===== config.mk =====
export PLATFORM = sky130hd
export DESIGN_NAME = mil_std_xmt_encoder
export DESIGN_NICKNAME = d
export VERILOG_FILES = /design/src/rtl/mil_std_xmt_encoder.sv
export SDC_FILE = /design/constraint.sdc
export NUM_CORES = 1
export LEC_CHECK = 0
export ABC_AREA = 1
export CAP_MARGIN = 20
export CORE_ASPECT_RATIO = 0.7
export CORE_MARGIN = 4
export CORE_UTILIZATION = 50
export DETAILED_ROUTE_END_ITERATION = 10
export HOLD_SLACK_MARGIN = 0.05
export PLACE_DENSITY = 0.74
export SETUP_SLACK_MARGIN = 0.5
export SYNTH_ARGS = -nofsm -noshare
export SYNTH_HDL_FRONTEND = slang
export SYNTH_SLANG_ARGS = --single-unit

===== constraint.sdc =====
create_clock -name clk_i -period 3.5 [get_ports clk_i]
set_input_delay 0.7 -clock clk_i [delete_from_list [all_inputs] [get_ports clk_i]]
set_output_delay 0.7 -clock clk_i [all_outputs]
set_load 0.01 [all_outputs]

===== src/rtl/mil_std_xmt_encoder.sv =====
// MIL-STD-1553 transmit encoder: one-word holding register feeding a Manchester II
// serialiser (3-bit-time sync, 16 data bits MSB first, odd parity) with gap-free chaining.
module mil_std_xmt_encoder #(
  parameter int unsigned CLK_FREQ_HZ = 50_000_000,
  parameter int unsigned BIT_RATE_HZ = 1_000_000
) (
  input  logic        clk_i,
  input  logic        rst_i,
  input  logic        enable_i,
  input  logic        send_i,
  input  logic [15:0] data_i,
  input  logic        sync_c_i,
  output logic        ready_o,
  output logic        busy_o,
  output logic        done_o,
  output logic        ovr_o,
  output logic        tx_p_o,
  output logic        tx_n_o,
  output logic        tx_en_o
);

  localparam int unsigned HALF_BIT_CYC = CLK_FREQ_HZ / (2 * BIT_RATE_HZ);
  localparam int unsigned CNT_W        = (HALF_BIT_CYC > 2) ? $clog2(HALF_BIT_CYC) : 1;
  localparam int unsigned IDX_W        = 6;
  localparam int unsigned DATA_W       = 16;
  localparam int unsigned SHIFT_W      = DATA_W + 1;
  localparam int unsigned SYNC_HALVES  = 6;
  localparam int unsigned DATA_HALVES  = 2 * SHIFT_W;

  if (((CLK_FREQ_HZ % (2 * BIT_RATE_HZ)) != 0) || (HALF_BIT_CYC < 2)) begin : g_bad_cfg
    $error("mil_std_xmt_encoder: CLK_FREQ_HZ/(2*BIT_RATE_HZ) must be exact and >= 2");
  end

  typedef enum logic [1:0] {ST_IDLE, ST_SYNC, ST_DATA} state_t;

  state_t               state, state_nxt;
  logic                 hold_valid;
  logic [DATA_W-1:0]    hold_data;
  logic                 hold_sync;
  logic [CNT_W-1:0]     cnt;
  logic [IDX_W-1:0]     idx;
  logic [SHIFT_W-1:0]   shift;
  logic                 frame_sync;

  logic accept, half_wrap, last_sync, last_data, load, active, level;
  logic tx_en_d, tx_p_d, tx_n_d, done_d, busy_d, ovr_d;

  assign ready_o   = enable_i & ~hold_valid;
  assign accept    = send_i & ready_o;
  assign active    = (state != ST_IDLE);
  assign half_wrap = active && (cnt == CNT_W'(HALF_BIT_CYC - 1));
  assign last_sync = (state == ST_SYNC) && half_wrap && (idx == IDX_W'(SYNC_HALVES - 1));
  assign last_data = (state == ST_DATA) && half_wrap && (idx == IDX_W'(DATA_HALVES - 1));
  assign load      = enable_i & hold_valid & ((state == ST_IDLE) | last_data);

  // State register
  always_ff @(posedge clk_i) begin
    if (rst_i) state <= ST_IDLE;
    else       state <= state_nxt;
  end

  // Next-state logic; a held word chains straight into a new sync at frame end
  always_comb begin
    state_nxt = state;
    if (!enable_i) begin
      state_nxt = ST_IDLE;
    end else begin
      case (state)
        ST_IDLE: if (hold_valid) state_nxt = ST_SYNC;
        ST_SYNC: if (last_sync)  state_nxt = ST_DATA;
        ST_DATA: if (last_data)  state_nxt = hold_valid ? ST_SYNC : ST_IDLE;
        default: state_nxt = ST_IDLE;
      endcase
    end
  end

  // Holding register, half-bit timing and shifter
  always_ff @(posedge clk_i) begin
    if (rst_i || !enable_i) begin
      hold_valid <= 1'b0;
      hold_data  <= '0;
      hold_sync  <= 1'b0;
      cnt        <= '0;
      idx        <= '0;
      shift      <= '0;
      frame_sync <= 1'b0;
    end else begin
      if (accept) begin
        hold_valid <= 1'b1;
        hold_data  <= data_i;
        hold_sync  <= sync_c_i;
      end else if (load) begin
        hold_valid <= 1'b0;
      end
      if (load) begin
        shift      <= {hold_data, ~^hold_data};
        frame_sync <= hold_sync;
        cnt        <= '0;
        idx        <= '0;
      end else if (active) begin
        if (half_wrap) begin
          cnt <= '0;
          idx <= (last_sync || last_data) ? '0 : idx + IDX_W'(1);
          // Second half of a data bit done: move the next bit to the MSB
          if (state == ST_DATA && idx[0]) shift <= {shift[SHIFT_W-2:0], 1'b0};
        end else begin
          cnt <= cnt + CNT_W'(1);
        end
      end
    end
  end

  // Output logic: next values of the registered outputs from the current state
  always_comb begin
    level = 1'b0;
    case (state)
      ST_SYNC: level = (idx < IDX_W'(SYNC_HALVES / 2)) ? frame_sync : ~frame_sync;
      ST_DATA: level = shift[SHIFT_W-1] ^ idx[0];
      default: level = 1'b0;
    endcase
    tx_en_d = enable_i & active;
    tx_p_d  = tx_en_d & level;
    tx_n_d  = tx_en_d & ~level;
    done_d  = enable_i & last_data;
    busy_d  = enable_i & (active | hold_valid);
    ovr_d   = send_i & enable_i & hold_valid;
  end

  always_ff @(posedge clk_i) begin
    if (rst_i) begin
      tx_en_o <= 1'b0;
      tx_p_o  <= 1'b0;
      tx_n_o  <= 1'b0;
      done_o  <= 1'b0;
      busy_o  <= 1'b0;
      ovr_o   <= 1'b0;
    end else begin
      tx_en_o <= tx_en_d;
      tx_p_o  <= tx_p_d;
      tx_n_o  <= tx_n_d;
      done_o  <= done_d;
      busy_o  <= busy_d;
      ovr_o   <= ovr_d;
    end
  end

endmodule


==> results.py, run 1 <==
metrics = {
    "die": {
        "initial_utilization": 0.5315,
        "die_w_microns": 98.28,
        "ios": 28,
        "core-area_sq_um": 5368,
        "num_rows": 22,
        "dieHeight_microns": 71.20,
        "dieArea_sq_um": 6997,
    },
    "detailed_routing": {
        "drc": 0,
        "wire_per_inst_microns": 11.49,
        "dr.pass1.iters": 4,
        "initialDrtViolationCount": 128,
        "final_antenna_net_count": 0,
        "routed_wl_microns": 6099,
        "avgViaCountPerCell": 4.891,
        "via_count": 2597,
    },
    "hold_path": {
        "hold_class": "flop to flop",
    },
    "worst_setup_path": {
        "r2r_setup_slack_ns": 1.16,
        "crit_path_end": "ready_o",
        "worstPathArrival_ns": 1.92,
        "worstPathCellList": "clkdlybuf4s50_1 -> inv_1 -> nor2_1 -> clkdlybuf4s50_1",
        "r2r_cells": 12,
        "startpoint": "enable_i",
        "critPathLaunchType": "input pin",
        "crit-reg2reg-launch": "state[0]",
        "slowest_stage": "clkdlybuf4s50_1",
        "r2r_end": "shift[0]",
        "crit_path_max_fanout": 4,
        "critPathTopFamily": "buffers and inverters",
        "worstPathRequired_ns": 2.80,
        "critPathBufInv": 3,
        "path_class": "input pin to output port",
        "crit_top_cell": "clkdlybuf4s50_1",
        "max_stage_delay_ns": 0.53,
        "endpoint_kind": "output port",
        "worst-path-stages": 4,
    },
    "sta": {
        "rsz0062_at_grt": "false",
        "tightest_slew_ns": 0.7669,
        "fin_crit_ns": 2.618,
        "finalMaxSlewViolations": 0,
        "setup_ws_ns": 0.8816,
        "fin_setup_tns_ns": 0,
        "skew_ns": 0.01494,
        "max_freq_mhz": 381.9,
        "timing.slew.headroom": 0.4882,
        "hold_violations": 0,
        "finalSetupViolCount": 0,
        "fin_crit_sh": 0.7481,
    },
    "cts": {
        "post_cts_resize_count": 0,
        "numCtsBuffers": 5,
        "clk_pin_slew_ns": 0.10,
        "cts_max_level": 2,
        "cts_num_sinks": 55,
        "hold_buffers": 0,
        "postCtsSetupRepairBufs": 0,
        "cts_tree": "yes",
        "clk_latency_ns": 0.32,
        "cts_root_buf": "clkbuf_8",
        "clockBufferDepth": 2,
    },
    "global_routing": {
        "grt_pass1_wl_microns": 10080,
        "grt_max_degree": 30,
        "grt_antenna_before_repair": 0,
        "gr-total-overflow": 0,
        "grt_use_total": 0.1747,
        "grt_pass1_vias": 2255,
    },
    "final_layout": {
        "syn2layout_area_growth_pct": 14.87,
        "mostFrequentLayoutCells": "nand2_1 (155), dfxtp_1 (55), inv_1 (41), nor2_1 (40), nand3_1 (28)",
        "nets": 487,
        "drive_above_1_share": 0.05011,
        "n_antenna_cell": 0,
        "final_common_cell": "nand2_1",
    },
    "power_and_ir_drop": {
        "p_total_mw": 1.168,
        "swShare": 0.2515,
        "power.leakage_nw": 1.442,
        "power.share.clock": 0.330,
        "powerDensity_nw_per_um2": 356.6,
        "ir_drop_v": 0.0002669,
        "intPower_mw": 0.8746,
        "power.switching_mw": 0.2938,
        "comb_power_share": 0.117,
        "share_seq_of_total_power": 0.553,
    },
    "place": {
        "post-place-ws_ns": 0.8786,
        "io_buffers": 27,
        "hpwl_microns": 4551,
        "place.gp.congestion": 0.8348,
    },
    "synthesis": {
        "synthMuxAreaShare": 0,
        "synth_top_family_by_area": "simple AND/OR/NAND/NOR gates",
        "synth_fa_ha_area_frac": 0.03509,
        "synth_fp_nets": 463,
        "ys_types": 28,
        "synth_edf_count": 0,
        "synth.avg_cell_area_sq_um": 6.573,
        "synthCells": 434,
        "yosys.area_share.simple": 0.3469,
        "async_flop_share": 0,
        "syn_area_sq_um": 2853,
        "ys.flop_type": "dfxtp_1",
        "seq_area_frac_synth": 0.3860,
        "synth-seq-cells": 55,
        "synth_xor_area_frac": 0.04298,
        "yosysWarnings": 0,
        "synth_compound_area_frac": 0.1075,
    },
    "run": {
        "max_cap_violations": 0,
    },
    "run_status": {
        "status": "complete, no violations",
    },
}
-- worst min-delay path: stages (launching register included) --
cell and delay, ns:
dfxtp_1 0.32, nand2_1 0.06, nand2_1 0.04
-- registers in the layout, indices dropped and copies added (netlist names) --
signal,flops
busy_o,1
shift,17
idx,6
hold_sync,1
ovr_o,1
hold_valid,1
cnt,5
tx_n_o,1
hold_data,16
tx_p_o,1
state,2
frame_sync,1
tx_en_o,1
done_o,1
-- synth_stat cells (5+ instances only) --
library cell | instances | area (sq um)
a21oi_1 | 23 | 115.1
clkbuf_1 | 7 | 26.28
dfxtp_1 | 55 | 1101
ha_1 | 8 | 100.1
inv_1 | 41 | 153.9
nand2_1 | 155 | 581.8
nand3_1 | 28 | 140.1
nor2_1 | 41 | 153.9
o21ai_0 | 26 | 130.1
o21ai_1 | 7 | 35.03
xnor2_1 | 5 | 43.79
xor2_1 | 9 | 78.83
-- per-stage QoR --
stage               instance area, sq um  hold WS, ns  std cells    util
floorplan                           2853       0.4266        434       -
global placement                    3177       0.4337        523  0.5918
detailed placement                  3177       0.4436        523  0.5918
CTS                                 3277       0.4492        531  0.6105
global route                        3277       0.4729        531  0.6105
finish                              3277       0.4376        531  0.6105
-- layout make-up --
class,count,area (sq um)
fillers,523,2091
clock buffers,8,100.1
flip-flops and latches,55,1101
multi-input cells,321,1521
inverters,45,171.4
repair buffers,30,292.8
well taps,72,90.09
-- power by group through the flow --
stage / clock network, mW / logic (mW) / registers, mW
after global placement: 0 / 0.134 / 0.660
after floorplan: 0 / 0.0898 / 0.657
final: 0.385 / 0.137 / 0.646
after detailed placement: 0 / 0.137 / 0.660
after global routing: 0.427 / 0.156 / 0.648
after CTS: 0.399 / 0.138 / 0.646
-- routing by layer --
metal | track usage | share of wire | up-vias
met2 | 0.2577 | 0.42 | 42
met3 | 0.04729 | 0.048 | 8
met4 | 0.05152 | 0.011 | 0
met5 | 0 | 0 | -
met1 | 0.2498 | 0.52 | 1142
li1 | - | - | 1405
-- how the worst min path moves through the flow --
stage,startpoint,slack [ns],cells after the start,end
2_1_floorplan,shift[12],0.43,2,shift[13]
3_3_place_gp,shift[9],0.43,2,shift[10]
5_1_grt,shift[10],0.47,2,shift[11]
6_report,shift[10],0.44,2,shift[11]
3_5_place_dp,shift[3],0.44,2,shift[4]
4_1_cts,shift[10],0.45,2,shift[11]
-- kinds of logic (layout without fill, tap and decap cells) --
kind of cell	Yosys count	in the layout
AO/OA/AOI/OAI	58	58
buffers and inverters	58	83
XOR/XNOR	14	14
AND/OR/NAND/NOR	241	241
adder cells (fa/ha/maj)	8	8
flip-flops	55	55
(Power assumes the default switching activity.)
==> run 2, diff against run 1 <==
- PLACE_DENSITY: 0.74 -> 0.77
- clock period: 3.5 -> 2.4 ns (I/O delays scaled with it)
==> results.py, run 2 (same netlist as run 1, synthesis figures left out) <==
metrics = {
    "detailed_routing": {
        "wire_per_inst_microns": 12.85,
        "dr.pass1.iters": 5,
        "routed_wl_microns": 7027,
        "avgViaCountPerCell": 5.095,
        "drc": 0,
        "initialDrtViolationCount": 203,
        "via_count": 2787,
        "final_antenna_net_count": 0,
    },
    "cts": {
        "cts_tree": "yes",
        "clockBufferDepth": 2,
        "clk_latency_ns": 0.32,
        "cts_max_level": 2,
        "hold_buffers": 0,
        "cts_root_buf": "clkbuf_8",
        "clk_pin_slew_ns": 0.11,
        "cts_num_sinks": 55,
        "numCtsBuffers": 5,
    },
    "final_layout": {
        "n_antenna_cell": 0,
        "final_common_cell": "nand2_1",
        "syn2layout_area_growth_pct": 24.39,
        "mostFrequentLayoutCells": "nand2_1 (155), dfxtp_1 (49), nor2_1 (40), inv_1 (38), nand3_1 (26)",
        "drive_above_1_share": 0.1200,
        "nets": 503,
        "fill_cells": 489,
        "largest_reg_flops": 17,
        "top_register": "shift",
        "top_regs": "shift x17, hold_data x16, idx x6",
    },
    "sta": {
        "fin_crit_sh": 0.7855,
        "max_freq_mhz": 530.4,
        "tightest_slew_ns": 0.4163,
        "skew_ns": 0.01134,
        "timing.slew.headroom": 0.7221,
        "finalMaxSlewViolations": 0,
        "finalSetupViolCount": 0,
        "setup_ws_ns": 0.5147,
        "hold_violations": 0,
        "fin_setup_tns_ns": 0,
        "rsz0062_at_grt": "true",
        "fin_crit_ns": 1.885,
    },
    "die": {
        "die_w_microns": 98.28,
        "ios": 28,
        "initial_utilization": 0.5315,
        "core-area_sq_um": 5368,
        "dieArea_sq_um": 6997,
        "dieHeight_microns": 71.20,
        "num_rows": 22,
    },
    "power_and_ir_drop": {
        "powerDensity_nw_per_um2": 509.6,
        "comb_power_share": 0.126,
        "power.switching_mw": 0.4690,
        "swShare": 0.2594,
        "power.leakage_nw": 1.569,
        "power.share.clock": 0.352,
        "intPower_mw": 1.339,
        "ir_drop_v": 0.0004977,
        "share_seq_of_total_power": 0.522,
    },
    "worst_setup_path": {
        "slowest_stage": "dfxtp_2",
        "worstPathCellList": "inv_4 -> ha_4 -> inv_4 -> nand2_2 -> nor2_4 -> inv_4 -> nor2_4 -> o21bai_4 -> nand2_4 -> nor2_4 -> buf_12 -> nand2_1 -> nand2_1",
        "worstPathRequired_ns": 2.62,
        "max_stage_delay_ns": 0.39,
        "critPathBufInv": 4,
        "crit_path_max_fanout": 14,
        "endpoint_kind": "flop",
        "path_class": "flop to flop",
        "worstPathArrival_ns": 2.10,
        "critPathLaunchType": "flop",
        "critPathTopFamily": "simple AND/OR/NAND/NOR gates",
    },
    "place": {
        "post-place-ws_ns": 0.1748,
        "hpwl_microns": 4685,
        "place.gp.congestion": 0.8641,
        "io_buffers": 27,
    },
    "global_routing": {
        "use_met2": 0.2951,
        "grt_pass1_wl_microns": 11210,
        "grt_pass1_vias": 2469,
        "grt_antenna_before_repair": 0,
        "grt.busiest_layer": "met2",
        "grt_use_total": 0.1930,
        "met1_usage": 0.2755,
        "gr-total-overflow": 0,
        "grtUsageMet3": 0.04335,
        "grt_max_degree": 36,
    },
    "run": {
        "max_cap_violations": 0,
    },
    "hold_path": {
        "hold_class": "flop to flop",
    },
    "run_status": {
        "status": "complete, no violations",
    },
}
run 2: through the flow:
step                instances  utilization  hold WS [ns]  total power [mW]  area [sq um]
floorplan                 434            -        0.4266             1.089          2853
global placement          526       0.5960        0.4326             1.162          3199
detailed placement        526       0.5960        0.4392             1.168          3199
CTS                       539       0.6294        0.4551             1.782          3378
global route              547       0.6611        0.4870             1.888          3548
finish                    547       0.6611        0.4520             1.808          3548
run 2: final cells by class:
class                           count  area (sq um)  share of cell area
Clock buffer                        5         68.82             0.01939
Tap cell                           72         90.09             0.02539
Clock inverter                      3         43.79             0.01234
Multi-Input combinational cell    321          1585              0.4468
Sequential cell                    55          1111              0.3131
Timing Repair Buffer               46         470.5              0.1326
Inverter                           45         178.9             0.05042
run 2: final timing paths:
path,end,cells past startpoint,slack [ns],start
max,shift[13],13,0.51,state[0]
min,shift[11],2,0.45,shift[10]
max reg2reg,shift[13],13,0.51,state[0]
min reg2reg,shift[11],2,0.45,shift[10]
run 2: repair_timing:
action,CTS,global route
setup endpoints to repair,29,28
pin swaps,4,6
setup buffers,5,6
gates cloned,0,2
gates resized for setup,6,28
run 2: worst register-to-register path: cells and delay by family (launching register included):
kind                     cells  cell delay (ns)
AO/OA/AOI/OAI                1             0.15
flip-flops                   1             0.39
AND/OR/NAND/NOR              7             0.74
buffers and inverters        4             0.35
adder cells (fa/ha/maj)      1             0.17
run 2: metal layers:
metal / routed length [microns] / vias to the layer above
met2: 3170 / 66
met1: 3448 / 1272
met4: 85 / 0
li1: - / 1439
met5: 0 / -
met3: 323 / 10
run 2: power groups by stage:
stage | clock (mW) | combinational (mW) | sequential, mW
3_3_place_gp | 0 | 0.200 | 0.962
5_1_grt | 0.685 | 0.256 | 0.946
4_1_cts | 0.628 | 0.211 | 0.942
2_1_floorplan | 0 | 0.131 | 0.958
6_report | 0.637 | 0.228 | 0.943
3_5_place_dp | 0 | 0.205 | 0.963
==> run 3, diff against run 2 <==
- PLACE_DENSITY: 0.77 -> 0.74
- clock period: 2.4 -> 2 ns (I/O delays scaled with it)
==> results.py, run 3 (same netlist as run 1, synthesis figures left out) <==
metrics = {
    "hold_path": {
        "hold_class": "flop to flop",
        "min_to": "shift[3]",
        "holdPathStages": 2,
        "hold_path_startpoint": "shift[2]",
    },
    "global_routing": {
        "use_met2": 0.3536,
        "gr-total-overflow": 0,
        "grt_antenna_before_repair": 0,
        "grt_pass1_vias": 2715,
        "met1_usage": 0.2889,
        "grt_use_total": 0.2163,
        "grt_pass1_wl_microns": 12450,
        "grtUsageMet3": 0.05025,
        "grt.busiest_layer": "met2",
        "grt_max_degree": 30,
    },
    "sta": {
        "timing.slew.headroom": 0.7650,
        "rsz0062_at_grt": "true",
        "fin_crit_ns": 1.825,
        "finalSetupViolCount": 0,
        "finalMaxSlewViolations": 0,
        "skew_ns": 0.02623,
        "tightest_slew_ns": 0.3521,
        "fin_setup_tns_ns": 0,
        "max_freq_mhz": 547.8,
        "hold_violations": 0,
        "fin_crit_sh": 0.9127,
    },
    "detailed_routing": {
        "avgViaCountPerCell": 5.321,
        "routed_wl_microns": 7992,
        "initialDrtViolationCount": 307,
        "wire_per_inst_microns": 14.10,
        "via_count": 3017,
        "dr.pass1.iters": 6,
        "drc": 0,
        "final_antenna_net_count": 0,
    },
    "place": {
        "hpwl_microns": 4771,
        "io_buffers": 27,
        "placed_area_sq_um": 3332,
        "place.gp.congestion": 0.8518,
    },
    "power_and_ir_drop": {
        "powerDensity_nw_per_um2": 550.8,
        "p_total_mw": 2.131,
        "power.leakage_nw": 1.736,
        "ir_drop_v": 0.0005896,
    },
    "die": {
        "ios": 28,
        "die_w_microns": 98.28,
        "num_rows": 22,
        "core-area_sq_um": 5368,
        "initial_utilization": 0.5315,
        "dieHeight_microns": 71.20,
        "dieArea_sq_um": 6997,
    },
    "cts": {
        "cts_num_sinks": 55,
        "cts_tree": "yes",
        "numCtsBuffers": 5,
        "clk_pin_slew_ns": 0.12,
        "clockBufferDepth": 2,
        "hold_buffers": 0,
        "cts_max_level": 2,
        "clk_latency_ns": 0.34,
        "cts_root_buf": "clkbuf_8",
    },
    "worst_setup_path": {
        "crit-reg2reg-launch": "idx[1]",
        "r2r_cells": 11,
        "startpoint": "idx[1]",
        "critPathLaunchType": "flop",
        "r2r_setup_slack_ns": 0.17,
        "r2r_end": "state[0]",
        "worstPathRequired_ns": 2.22,
        "path_class": "flop to flop",
        "crit_path_max_fanout": 3,
        "endpoint_kind": "flop",
        "worstPathArrival_ns": 2.04,
    },
    "final_layout": {
        "fill_cells": 410,
        "syn2layout_area_growth_pct": 35.61,
        "mostFrequentLayoutCells": "nand2_1 (150), dfxtp_1 (50), inv_1 (34), nor2_1 (33), buf_4 (27)",
        "utilization": 0.7207,
        "multi_input_area_sq_um": 1732,
        "largest_reg_flops": 17,
        "top_register": "shift",
        "n_antenna_cell": 0,
        "regArea_sq_um": 1107,
        "top_regs": "shift x17, hold_data x16, idx x6",
        "stdcell_area_sq_um": 3869,
        "nets": 523,
        "drive_above_1_share": 0.2121,
        "final_common_cell": "nand2_1",
    },
    "run_status": {
        "status": "complete, no violations",
    },
    "run": {
        "max_cap_violations": 0,
    },
}
run 3: area by class of cell:
type / count / area share
clock buffers: 5 / 0.01779
clock inverters: 3 / 0.005821
inverters: 45 / 0.04819
multi-input cells: 321 / 0.4476
flip-flops and latches: 55 / 0.2862
well taps: 72 / 0.02329
repair buffers: 66 / 0.1711
run 3: where the power goes:
group,internal [mW],leakage (nW),switching [mW]
sequential,1.11,0.447,0.0184
clock,0.253,0.0485,0.412
combinational,0.154,1.24,0.180
total,1.52,1.74,0.611
run 3: worst max path at each step:
stage / slack, ns / cells past startpoint / endpoint
5_1_grt: 0.07 / 13 / shift[7]
3_3_place_gp: 0.06 / 4 / ready_o
3_5_place_dp: 0.04 / 4 / ready_o
4_1_cts: 0.27 / 14 / shift[7]
6_report: 0.17 / 11 / state[0]
2_1_floorplan: 0.42 / 13 / shift[6]
run 3: repair_timing:
item                       in CTS  in global routing
cloned                          1                  0
hold endpoints to repair        0                  0
buffers inserted               15                 10
pin swaps                       8                  9
resized for setup              43                 38
setup endpoints to repair      56                 51
run 3: per-layer routing:
| layer | vias to the layer above | share of wire |
|---|---|---|
| li1 | 1484 | - |
| met1 | 1381 | 0.45 |
| met2 | 123 | 0.46 |
| met3 | 29 | 0.067 |
| met4 | 0 | 0.023 |
| met5 | - | 0 |
run 3: critical path, stage by stage, from the launching register on:
cell      delay, ns
dfxtp_2        0.34
inv_1          0.10
ha_2           0.20
nand2_2        0.06
inv_2          0.09
buf_4          0.11
nand4_1        0.18
a21oi_2        0.26
buf_4          0.14
o211ai_1       0.08
nand2_1        0.10
nor2_1         0.04
run 3: stage by stage:
step           cells  setup WS (ns)  hold WS (ns)
6_report         567         0.1746        0.4495
5_1_grt          567        0.07059        0.4739
4_1_cts          557         0.2737        0.4561
3_5_place_dp     533        0.04291        0.4418
3_3_place_gp     533        0.05624        0.4354
2_1_floorplan    434         0.4211        0.4266
